File: src/rtl/bsalu_pkg.sv
// Shared encodings for the bit-serial ALU sequencer: opcodes, FSM states and per-op initial carry.
package bsalu_pkg;

  localparam logic [1:0] OP_ADD = 2'b00;
  localparam logic [1:0] OP_SUB = 2'b01;
  localparam logic [1:0] OP_AND = 2'b10;
  localparam logic [1:0] OP_OR  = 2'b11;

  typedef enum logic [1:0] {
    IDLE  = 2'd0,
    SHIFT = 2'd1,
    DONE  = 2'd2
  } state_e;

  // Indexed by opcode: SUB starts with carry 1 (A + ~B + 1), all others with 0.
  localparam logic [3:0] INIT_CARRY = 4'b0010;

  function automatic logic init_carry(input logic [1:0] op);
    return INIT_CARRY[op];
  endfunction

endpackage

File: src/rtl/bsalu_shreg.sv
// WIDTH-bit register: parallel load, or shift right with a new bit entering at the MSB.
// Load wins over shift; bit 0 is exposed separately for the serial consumer.
module bsalu_shreg #(
  parameter int WIDTH = 8
) (
  input  logic             clk,
  input  logic             rst_n,
  input  logic             load_en,
  input  logic [WIDTH-1:0] load_dat,
  input  logic             shift_en,
  input  logic             shift_in,
  output logic [WIDTH-1:0] q,
  output logic             bit0
);

  logic [WIDTH-1:0] q_q, q_d;

  always_comb begin
    q_d = q_q;
    if (load_en) begin
      q_d = load_dat;
    end else if (shift_en) begin
      q_d = {shift_in, q_q[WIDTH-1:1]};
    end
  end

  always_ff @(posedge clk or negedge rst_n) begin
    if (!rst_n) q_q <= '0;
    else        q_q <= q_d;
  end

  assign q    = q_q;
  assign bit0 = q_q[0];

endmodule

File: src/rtl/bit_serial_alu_ctrl.sv
// Sequences an external 1-bit ALU slice over WIDTH bits, LSB first; Done pulses WIDTH+1 cycles after Start.
// Start is only honoured in IDLE (no queueing); optional Overflow output under BSALU_OVERFLOW_EN.
module bit_serial_alu_ctrl
  import bsalu_pkg::*;
#(
  parameter int WIDTH = 8
) (
  input  logic             CLK,
  input  logic             ResetN,
  input  logic             Start,
  input  logic [1:0]       Op,
  input  logic [WIDTH-1:0] OpA,
  input  logic [WIDTH-1:0] OpB,
  output logic             Busy,
  output logic             Done,
  output logic [WIDTH-1:0] Result,
  output logic             CarryOut,
  output logic             SliceA,
  output logic             SliceB,
  output logic             SliceCin,
  output logic             SliceS1,
  output logic             SliceS2,
  input  logic             SliceCarrySum,
  input  logic             SliceBorrow,
  input  logic             SliceResAlu
`ifdef BSALU_OVERFLOW_EN
  ,
  output logic             Overflow
`endif
);

  localparam int CNT_W = $clog2(WIDTH);
  localparam logic [CNT_W-1:0] LAST_BIT = CNT_W'(WIDTH - 1);

  state_e           state_q, state_d;
  logic [CNT_W-1:0] cnt_q, cnt_d;
  logic [1:0]       op_q, op_d;
  logic             carry_q, carry_d;
  logic             carry_out_q, carry_out_d;
  logic             ovf_q, ovf_d;

  logic             load_en, shift_en;
  logic             arith, new_carry;
  logic             a_bit0, b_bit0;
  logic [WIDTH-1:0] a_word_unused, b_word_unused;
  logic             res_bit0_unused;

  always_comb begin
    state_d     = state_q;
    cnt_d       = cnt_q;
    op_d        = op_q;
    carry_d     = carry_q;
    carry_out_d = carry_out_q;
    ovf_d       = ovf_q;
    load_en     = 1'b0;
    shift_en    = 1'b0;
    Busy        = 1'b0;
    Done        = 1'b0;
    SliceA      = 1'b0;
    SliceB      = 1'b0;
    SliceCin    = 1'b0;
    SliceS1     = 1'b0;
    SliceS2     = 1'b0;
    arith       = (op_q == OP_ADD) || (op_q == OP_SUB);
    new_carry   = 1'b0;
    if (op_q == OP_ADD)      new_carry = SliceCarrySum;
    else if (op_q == OP_SUB) new_carry = SliceBorrow;

    case (state_q)
      IDLE: begin
        if (Start) begin
          state_d = SHIFT;
          op_d    = Op;
          cnt_d   = '0;
          carry_d = init_carry(Op);
          load_en = 1'b1;
        end
      end
      SHIFT: begin
        Busy               = 1'b1;
        SliceA             = a_bit0;
        SliceB             = b_bit0;
        SliceCin           = arith & carry_q;
        {SliceS2, SliceS1} = op_q;
        shift_en           = 1'b1;
        carry_d            = new_carry;
        cnt_d              = cnt_q + CNT_W'(1);
        if (cnt_q == LAST_BIT) begin
          // Last bit: the incoming carry is the MSB carry-in, new_carry its carry-out.
          state_d     = DONE;
          cnt_d       = '0;
          carry_out_d = new_carry;
          ovf_d       = arith & (carry_q ^ new_carry);
        end
      end
      DONE: begin
        Done    = 1'b1;
        state_d = IDLE;
      end
      default: state_d = IDLE;
    endcase
  end

  always_ff @(posedge CLK or negedge ResetN) begin
    if (!ResetN) begin
      state_q     <= IDLE;
      cnt_q       <= '0;
      op_q        <= OP_ADD;
      carry_q     <= 1'b0;
      carry_out_q <= 1'b0;
      ovf_q       <= 1'b0;
    end else begin
      state_q     <= state_d;
      cnt_q       <= cnt_d;
      op_q        <= op_d;
      carry_q     <= carry_d;
      carry_out_q <= carry_out_d;
      ovf_q       <= ovf_d;
    end
  end

  bsalu_shreg #(.WIDTH(WIDTH)) u_a_reg (
    .clk(CLK), .rst_n(ResetN), .load_en(load_en), .load_dat(OpA),
    .shift_en(shift_en), .shift_in(1'b0), .q(a_word_unused), .bit0(a_bit0)
  );

  bsalu_shreg #(.WIDTH(WIDTH)) u_b_reg (
    .clk(CLK), .rst_n(ResetN), .load_en(load_en), .load_dat(OpB),
    .shift_en(shift_en), .shift_in(1'b0), .q(b_word_unused), .bit0(b_bit0)
  );

  bsalu_shreg #(.WIDTH(WIDTH)) u_res_reg (
    .clk(CLK), .rst_n(ResetN), .load_en(1'b0), .load_dat('0),
    .shift_en(shift_en), .shift_in(SliceResAlu), .q(Result), .bit0(res_bit0_unused)
  );

  assign CarryOut = carry_out_q;
`ifdef BSALU_OVERFLOW_EN
  assign Overflow = ovf_q;
`endif

endmodule
File: config.mk
export PLATFORM = sky130hd
export DESIGN_NAME = bit_serial_alu_ctrl
export DESIGN_NICKNAME = d
export VERILOG_FILES = /design/src/rtl/bsalu_pkg.sv /design/src/rtl/bsalu_shreg.sv /design/src/rtl/bit_serial_alu_ctrl.sv
export SDC_FILE = /design/constraint.sdc
export NUM_CORES = 1
export LEC_CHECK = 0
export CAP_MARGIN = 40
export CORE_MARGIN = 5
export CORE_UTILIZATION = 46
export DETAILED_ROUTE_END_ITERATION = 8
export GPL_TIMING_DRIVEN = 0
export PLACE_DENSITY = 0.85
export SLEW_MARGIN = 20
export SYNTH_ARGS = -nofsm -noshare
export SYNTH_HDL_FRONTEND = slang
export SYNTH_SLANG_ARGS = --single-unit
File: constraint.sdc
create_clock -name CLK -period 2.1 [get_ports CLK]
set_input_delay 0.315 -clock CLK [delete_from_list [all_inputs] [get_ports CLK]]
set_output_delay 0.315 -clock CLK [all_outputs]
set_load 0.03 [all_outputs]
[Word level (Yosys, flattened, before mapping)]
Cells that the tools add are included.
W data, S select, Z words.
Cells by class
  add/subtract/negate cells: 1
  multiply operators: 0
  div/mod/pow operators: 0
  order comparisons: 1
  equality and inequality tests: 6
  shift operators: 0
  mux-type cells: 25
  bitwise gates (word level): 1
  reduce and logical (&&, ||, !) cells: 9
Operator list (count)
  $mux W8: 4
  $mux W1: 13
  $reduce_and A2 Y1: 4
  $mux W3: 2
  $pmux W3 S2: 1
  $eq A2 B1 Y1 const B: 2
  $logic_not A2 Y1: 2
  $mux W2: 2
  $ne A2 B2 Y1 const B: 2
  $pmux W2 S2: 1
  $reduce_bool A2 Y1: 2
  $add A3 B1 Y3 const B: 1
  $eq A3 B3 Y1 const B: 1
  $lt A2 B3 Y1 const B: 1
  $bmux W1 S2: 1
  $eq A2 B2 Y1 const B: 1
  $pmux W1 S2: 1
  $and A1 B1 Y1: 1
  $logic_or A1 B1 Y1: 1
Storage, ports and cells
  register bits: 33
  latch bits: 0
  bits in writable memories: 0
  memory bits (read-only): 0
  bits of input ports: 24
  output and inout port bits: 16
  logic and storage cells: 51
  memories kept: 0

[Logic depth before layout (Yosys ltp)]
Gate-level depths: netlist of run 1.
  depth in word-level cells: 4
  depth in mapped cells: 5
  mapped depth without buffers: 5

[Modules after synthesis]
Synthesis of run 1 repeated with hierarchy kept, for this count alone.
Unflattened totals
  cell total of the unflattened synthesis: 144
  area total of the unflattened synthesis: 1609.0 µm²
By module, submodules not included
  bsalu_shreg: instances 3, cells an instance 35, area an instance 380.4 µm², sequential area each 200.2 µm²
  bit_serial_alu_ctrl: instances 1, cells an instance 39, area an instance 467.9 µm², sequential area each 225.2 µm²

[Least setup slack after synthesis of run 1]
Ideal clock, no wire load.
  path kind: register -> output
  start: reg state_q[1]
  end: out Done
  arrival: 1.259 ns
  required time: 1.785 ns
  setup slack: 0.526 ns
  stages on the path, launching flop included: 4
  path buffers: 2
  cells stage by stage: dfrtp_1 -> buf_2 -> buf_2 -> nor2b_1
Between the ends
  longest elaborated chain between the ends: 2
Ends and longest elaborated chain
  start: declaration: RTL line bit_serial_alu_ctrl.sv:35  | state_e state_q, state_d;
  start signal: assignment: RTL line bit_serial_alu_ctrl.sv:113  | state_q <= state_d;
  $eq A2 B2 Y1: RTL line bit_serial_alu_ctrl.sv:69  | case (state_q)
  $mux W1: RTL line bit_serial_alu_ctrl.sv:69
  end: declaration: RTL line bit_serial_alu_ctrl.sv:15  | output logic Done,
No other way between the ends.

[Worst setup path in the final report of run 1]
  start: reg state_q[0]
  end: out Busy
Between the ends
  longest elaborated chain between the ends: 2
Ends and longest elaborated chain
  $eq A2 B1 Y1: RTL line bit_serial_alu_ctrl.sv:69
  $mux W1: RTL line bit_serial_alu_ctrl.sv:69
  end: declaration: RTL line bit_serial_alu_ctrl.sv:14  | output logic Busy,
No other way between the ends.

==> metrics.md, run 1 <==
| Metric | Value |
|---|---|
| Critical Path Source Type | flop |
| Main combinational cell family by area after synthesis | compound AO/OA/AOI/OAI gates |
| Worst vdd ir | 0.9521 mV |
| Max-Cap Viols | 0 |
| Cells after DPL | 233 |
| Post-Syn Instances | 148 |
| Reg power frac | 35.9% |
| Tcrit/Tclk final | 95.70% |
| Core region area | 3390 µm² |
| Syn avg cell area | 11.00 µm² |
| Mux cell area share after synthesis | 9.531% |
| # H-tree levels | 2 |
| DP HPWL | 2830 µm |
| Initial antenna violation count | 0 |
| Crit path capture type | output port |
| Vias per cell | 5.344 |
| Critical path origin | state_q[0]$_DFFE_PN0P_ |
| R2R setup slack | 700 ps |
| HP Class | input pin to asynchronous set/reset pin |
| Clk sinks | 33 |
| Seq cells post-synth | 33 |
| R2R Path Start | cnt_q[0]$_DFFE_PN0P_ |
| First-pass GRT wire length | 6803 µm |
| Starting Density | 48.03% |
| Internal | 1.796 mW |
| Register area share after synthesis | 50.73% |
| # port buffers | 39 |
| Fin area | 2105 µm² |
| CTS Root Cell | clkbuf_4 |
| Diodes inserted | 0 |
| Compound-Gate Fraction of Synth Area | 19.60% |
| Rel. slew slack | 50.12% |
| Area grow syn2layout | 29.29% |
| Required @ worst endpoint | 1780 ps |
| Via Count | 1288 |
| Gate power share | 53.2% |
| Synth Area in XOR/XNOR | 0% |
| Clk_lat worst skew | 330 ps |
| WL/cell | 16.05 µm |
| Pre-antenna DRT Iters | 4 |
| Cell Area, Synth | 1628 µm² |
| Synth Warn # | 0 |
| Reg clk slew, reported paths | 90 ps |
| Gr usage total | 17.31% |
| Routed WL | 3869 µm |
| Critical Path, Cell by Cell | nor2b_1, clkbuf_4, buf_4, dlygate4sd2_1 |
| Fin. max-slew vios | 0 |
| Critical-path top delay cell | dlygate4sd2_1 |
| I/O pin cnt | 40 |
| Post-synthesis net count | 174 |
| Netlist cell types | 28 |
| Die footprint | 4828 µm² |
| Synth Area in Adders | 1.537% |
| Nets | 220 |
| Simple-gate share of the synthesized area | 13.30% |
| Static leakage | 0.9419 nW |
| Die height | 69.49 µm |
| Power density over the cells | 1455 nW/µm² |
| Psw | 1.267 mW |
| Clock Path Buffers | 2 |
| Worst-Margin Slew | 748.1 ps |
| Final setup fails | 0 |
| Post-CTS Hold Buffers | 0 |
| Largest net degree at the start of global routing | 34 |
| Top library cells by usage in the layout, fill and taps aside | dfrtp_1, clkdlybuf4s50_1, a21oi_1 |
| Starting DRT DRC Count | 68 |
| CTS tree | done |
| Final Hold Fails | 0 |
| Layout cell share with drive strength beyond 1 | 15.38% |
| Minimum clock period | 2010 ps |
| Row count | 21 |
| Status | completed |
| CP max FO | 10 |
| Clk pwr share | 10.8% |
| Worst EP arrival | 1690 ps |
| Fmax | 497.6 MHz |
| ANT nets after route | 0 |
| Drt drc | 0 |
| Sw Ratio | 41.36% |
| Die width | 69.49 µm |
| Layout Cells excl Fill | 241 |
| CTS buffer count | 5 |
| CP peak stage delay | 410 ps |
| Vias in the first global route | 1416 |
| Layout Skew | 7.393 ps |
| Post-DP Area | 2071 µm² |
| RePlAce Congestion | 0.7782 |
| Total grt overflow | 0 |
| Most common cell after layout, fill and taps aside | dfrtp_1 |
| RSZ-0062 raised after global routing | no |
| CP Class | flop to output port |
[routing by layer]
metal / part of all wire (%) / track usage (%)
met3: 5.9 / 6.232
met5: 0 / 0
met4: 1.1 / 5.206
met1: 41 / 19.89
met2: 52 / 29.98
[Yosys cell counts]
cell type	instances	share of area [%]
o21bai_1	1	0.46
or2_1	1	0.38
dfrtp_1	33	51
a22oi_1	14	6.5
and2_4	1	0.54
and2b_1	7	3.2
o211a_1	1	0.61
nand2_1	2	0.46
buf_4	1	0.46
a22o_1	3	1.6
nor2_1	4	0.92
mux2_2	2	1.4
nor2b_4	1	0.85
and2_1	4	1.5
clkbuf_1	2	0.46
and3b_1	1	0.54
and2b_4	1	0.61
buf_6	3	2.1
o21ai_1	10	3.1
mux2i_1	2	1.2
a21oi_1	16	4.9
buf_2	6	1.8
nor2b_1	11	4.2
ha_1	2	1.5
o21ai_0	8	2.5
mux2_4	3	2.8
mux2_1	6	4.2
inv_1	2	0.46
[power groups by stage]
stage	Combinational [mW]	Sequential [mW]	Clock, mW
3_5_place_dp	1.68	1.12	0
3_3_place_gp	1.62	1.09	0
2_1_floorplan	0.981	1.21	0
5_1_grt	1.76	1.15	0.369
4_1_cts	1.68	1.10	0.350
6_report	1.63	1.10	0.332
[flip-flops by register name, indices dropped and copies added, names as in the netlist]
signal       count
CarryOut         1
u_res_reg.q      8
op_q             2
carry_q          1
state_q          2
cnt_q            3
u_b_reg.q        8
u_a_reg.q        8
[cell families (layout without fill, tap and decap cells)]
logic type / count (synthesis) / after routing
adder cells (fa/ha/maj): 2 / 2
AND/OR/NAND/NOR: 33 / 33
flip-flops: 33 / 33
multiplexers: 13 / 13
AO/OA/AOI/OAI: 53 / 53
buffers and inverters: 14 / 61
[path summary, 6_finish.rpt]
| check | end | cells past startpoint |
|---|---|---|
| max | Busy | 4 |
| min | u_a_reg.q[2]$_DFFE_PN0P_ | 1 |
| max reg2reg | CarryOut$_DFFE_PN0P_ | 4 |
| min reg2reg | u_res_reg.q[0]$_DFFE_PN0N_ | 1 |
| max in group asynchronous | op_q[1]$_DFFE_PN0P_ | 1 |
| min in group CLK | u_res_reg.q[0]$_DFFE_PN0N_ | 1 |
[cell type report]
cell class	instances	area, µm²
well taps	46	57.56
plain buffers	11	81.33
flip-flops and latches	33	825.8
clock buffers	8	48.80
multi-input cells	101	715.7
fillers	283	1285
repair buffers	40	367.9
inverters	2	7.507
[worst max-delay path, delay by kind of cell (launching register included)]
family | cells | cell delay (ps)
buffers and inverters | 3 | 800
AND/OR/NAND/NOR | 1 | 170
flip-flops | 1 | 390
[stage by stage]
step           setup TNS, ps  worst slack, ps  hold WS (ps)  utilization (%)  total power [mW]
2_1_floorplan              0            526.3         19.41                -             2.190
3_3_place_gp               0            23.10         486.5            61.24             2.705
3_5_place_dp          -161.1           -44.38         415.3            61.09             2.800
4_1_cts                    0            7.316         41.51            62.79             3.134
5_1_grt                    0            2.226         81.38            62.09             3.274
6_report                   0            90.25         37.82            62.09             3.063
[repair_timing]
| action | in CTS | in global routing |
|---|---|---|
| endpoints found under the setup margin | 7 | 7 |
| setup buffers | 0 | 1 |
| gates resized for setup | 20 | 12 |
| pin swaps | 0 | 0 |
| hold endpoints to repair | 0 | 0 |
No activity file was read; power rests on OpenSTA's default activity.
==> run 2: changes to the inputs <==
--- a/config.mk
+++ b/config.mk
@@ -6,12 +6,12 @@
 export NUM_CORES = 1
 export LEC_CHECK = 0
 export CAP_MARGIN = 40
-export CORE_MARGIN = 5
+export CORE_MARGIN = 2
 export CORE_UTILIZATION = 46
 export DETAILED_ROUTE_END_ITERATION = 8
 export GPL_TIMING_DRIVEN = 0
 export PLACE_DENSITY = 0.85
-export SLEW_MARGIN = 20
 export SYNTH_ARGS = -nofsm -noshare
 export SYNTH_HDL_FRONTEND = slang
+export SYNTH_HIERARCHICAL = 1
 export SYNTH_SLANG_ARGS = --single-unit
==> run 2 against run 1 <==
  * Global-route usage is 0.74 points higher
  * Worst setup slack better by 19 ps
  * Final area is 3.7% higher
  * Via count is 7.1% lower
  * Critical path depth is 1 higher
  * Register-to-register slack worse by 100 ps
  * Flip-flop and latch count stayed put
  * Power is 1.0% lower
  * Routed wire length is 16% lower
  * Synthesized cell count is 4.1% lower
  * Final cell count is 4.6% higher
  * Count of clock-buffer cells in the layout is 1 lower
==> metrics.md, run 2 <==
| Metric | Value |
|---|---|
| WL/cell | 12.94 µm (-19%) |
| Area grow syn2layout | 36.89% |
| Worst EP arrival | 1680 ps (about the same) |
| RSZ-0062 raised after global routing | no |
| Filler Cell Count | 272 (-3.9%) |
| Layout Skew | 15.39 ps (+8.000 ps) |
| Gr usage total | 18.04% (+0.74 points) |
| Fin area | 2182 µm² (+3.7%) |
| Fin. max-slew vios | 0 (unchanged) |
| CP max FO | 12 (+2) |
| DP HPWL | 2418 µm (-15%) |
| Storage cell area | 825.8 µm² (unchanged) |
| Top library cells by usage in the layout, fill and taps aside | dfrtp_1, clkdlybuf4s50_1, nand2_1, mux2i_1, o21ai_1 |
| # H-tree levels | 2 (unchanged) |
| Final setup fails | 0 (unchanged) |
| Die footprint | 3952 µm² (-18%) |
| First-pass GRT wire length | 5561 µm (-18%) |
| Critical-path top delay cell | dfrtp_1 |
| Core region area | 3337 µm² (-1.6%) |
| Vias per cell | 4.746 (-11%) |
| Cell Area, Synth | 1594 µm² (-2.1%) |
| Clock Path Buffers | 2 (unchanged) |
| Fmax | 502.2 MHz (+0.94%) |
| Post-DP Area | 2105 µm² (+1.6%) |
| Critical Path, Cell by Cell | inv_2, nand2_4, inv_4, and2_2, dlygate4sd2_1 |
| Met2 Resource Use GR | 32.05% (+2.1 points) |
| Largest net degree at the start of global routing | 34 (unchanged) |
| Post-Route Setup TNS | 0 ps (unchanged) |
| Clk sinks | 33 (unchanged) |
| # port buffers | 39 (unchanged) |
| CTS Root Cell | clkbuf_4 |
| HP Class | input pin to asynchronous set/reset pin |
| Synth Warn # | 6 (+6) |
| Static leakage | 1.041 nW (+11%) |
| Starting DRT DRC Count | 41 (-40%) |
| CTS tree | done |
| Vias in the first global route | 1231 (-13%) |
| Row count | 21 (unchanged) |
| Area of the multi-input gates | 743.2 µm² (+3.8%) |
| Layout cell share with drive strength beyond 1 | 15.05% (-0.34 points) |
| Total grt overflow | 0 (unchanged) |
| Final Hold Fails | 0 (unchanged) |
| Syn avg cell area | 11.23 µm² (+2.1%) |
| ANT nets after route | 0 (unchanged) |
| Rel. slew slack | 52.79% (+2.7 points) |
| CP Class | flop to output port |
| Clk_lat worst skew | 340 ps (about the same) |
| GRT met3 Usage | 4.505% (-1.7 points) |
| CP peak stage delay | 430 ps (+20 ps) |
| CTS buffer count | 5 (unchanged) |
| Crit path capture type | output port |
| GR met1 Demand/Resource | 20.14% (+0.25 points) |
| Most common cell after layout, fill and taps aside | dfrtp_1 |
| Initial antenna violation count | 0 (unchanged) |
| Max-Cap Viols | 0 (unchanged) |
| Busiest grt layer | met2 |
| Pre-antenna DRT Iters | 4 (unchanged) |
| Die width | 62.87 µm (-9.5%) |
| Worst vdd ir | 0.8638 mV (-9.3%) |
| Drt drc | 0 (unchanged) |
| Nets | 231 (+5.0%) |
| Minimum clock period | 1991 ps (-18.68 ps) |
| Critical path origin | state_q[1]$_DFFE_PN0P_ |
| Reg clk slew, reported paths | 110 ps (+20 ps) |
| Power density over the cells | 1389 nW/µm² (-4.5%) |
| Routed WL | 3262 µm (-16%) |
| Post-Syn Instances | 142 (-4.1%) |
| R2R Path Start | state_q[0]$_DFFE_PN0P_ |
| Starting Density | 47.77% (-0.26 points) |
| Via Count | 1196 (-7.1%) |
| Required @ worst endpoint | 1780 ps (about the same) |
| Post-CTS Hold Buffers | 0 (unchanged) |
| RePlAce Congestion | 0.7447 (-4.3%) |
| Critical Path Source Type | flop |
| CTS resizes | 6 (-70%) |
| Final Power | 3.032 mW (-1.0%) |
| Status | completed |
| I/O pin cnt | 40 (unchanged) |
| Worst-Margin Slew | 708.1 ps (-39.99 ps) |
| Die height | 62.87 µm (-9.5%) |
| Diodes inserted | 0 (unchanged) |
| Post-CTS Setup Bufs | 0 (unchanged) |
| Tcrit/Tclk final | 94.81% (-0.89 points) |
==> run 2: critical path: cells and delay by family, from the launching register on <==
kind                   cells  cell delay (ps)
AND/OR/NAND/NOR            2              240
flip-flops                 1              430
buffers and inverters      3              660
==> run 2: final timing paths <==
check                      slack (ps)  cells past startpoint                  endpoint
max                               110                      5                    SliceA
min                                20                      1       op_q[1]$_DFFE_PN0P_
max reg2reg                       600                      5  u_b_reg/q[5]$_DFFE_PN0P_
min reg2reg                       530                      1      cnt_q[2]$_DFFE_PN0P_
max in group asynchronous        1620                      1  u_a_reg/q[0]$_DFFE_PN0P_
min in group CLK                  520                      3  u_b_reg/q[3]$_DFFE_PN0P_
==> run 2: final cells by class <==
class	count	share of cell area, %
sequential	33	37.84
multi-input combinational	116	34.06
timing repair buffer	40	17.66
buffer	7	3.440
tap	46	2.638
clock buffer	7	2.523
clock inverter	1	1.376
inverter	2	0.4587
==> run 2: routing by layer <==
layer / vias to the layer above / routed length, µm
li1: 600 / -
met1: 564 / 1362
met2: 27 / 1726
met3: 5 / 135
met4: 0 / 37
met5: - / 0
==> run 2: stage by stage <==
step | worst slack [ps] | cells | utilization (%) | hold WS (ps)
2_1_floorplan | 475.0 | 158 | - | 19.41
3_3_place_gp | -152.5 | 243 | 62.99 | 480.5
3_5_place_dp | 212.7 | 244 | 63.07 | 408.3
4_1_cts | 101.2 | 252 | 65.39 | 38.72
5_1_grt | 25.85 | 252 | 65.39 | 67.32
6_report | 108.9 | 252 | 65.39 | 15.51
==> run 2: power breakdown <==
part	total [mW]	leakage [nW]	internal, mW	switching [mW]
clock	0.495	0.0455	0.284	0.210
sequential	1.09	0.401	0.909	0.185
combinational	1.44	0.594	0.693	0.750
total	3.03	1.04	1.89	1.15
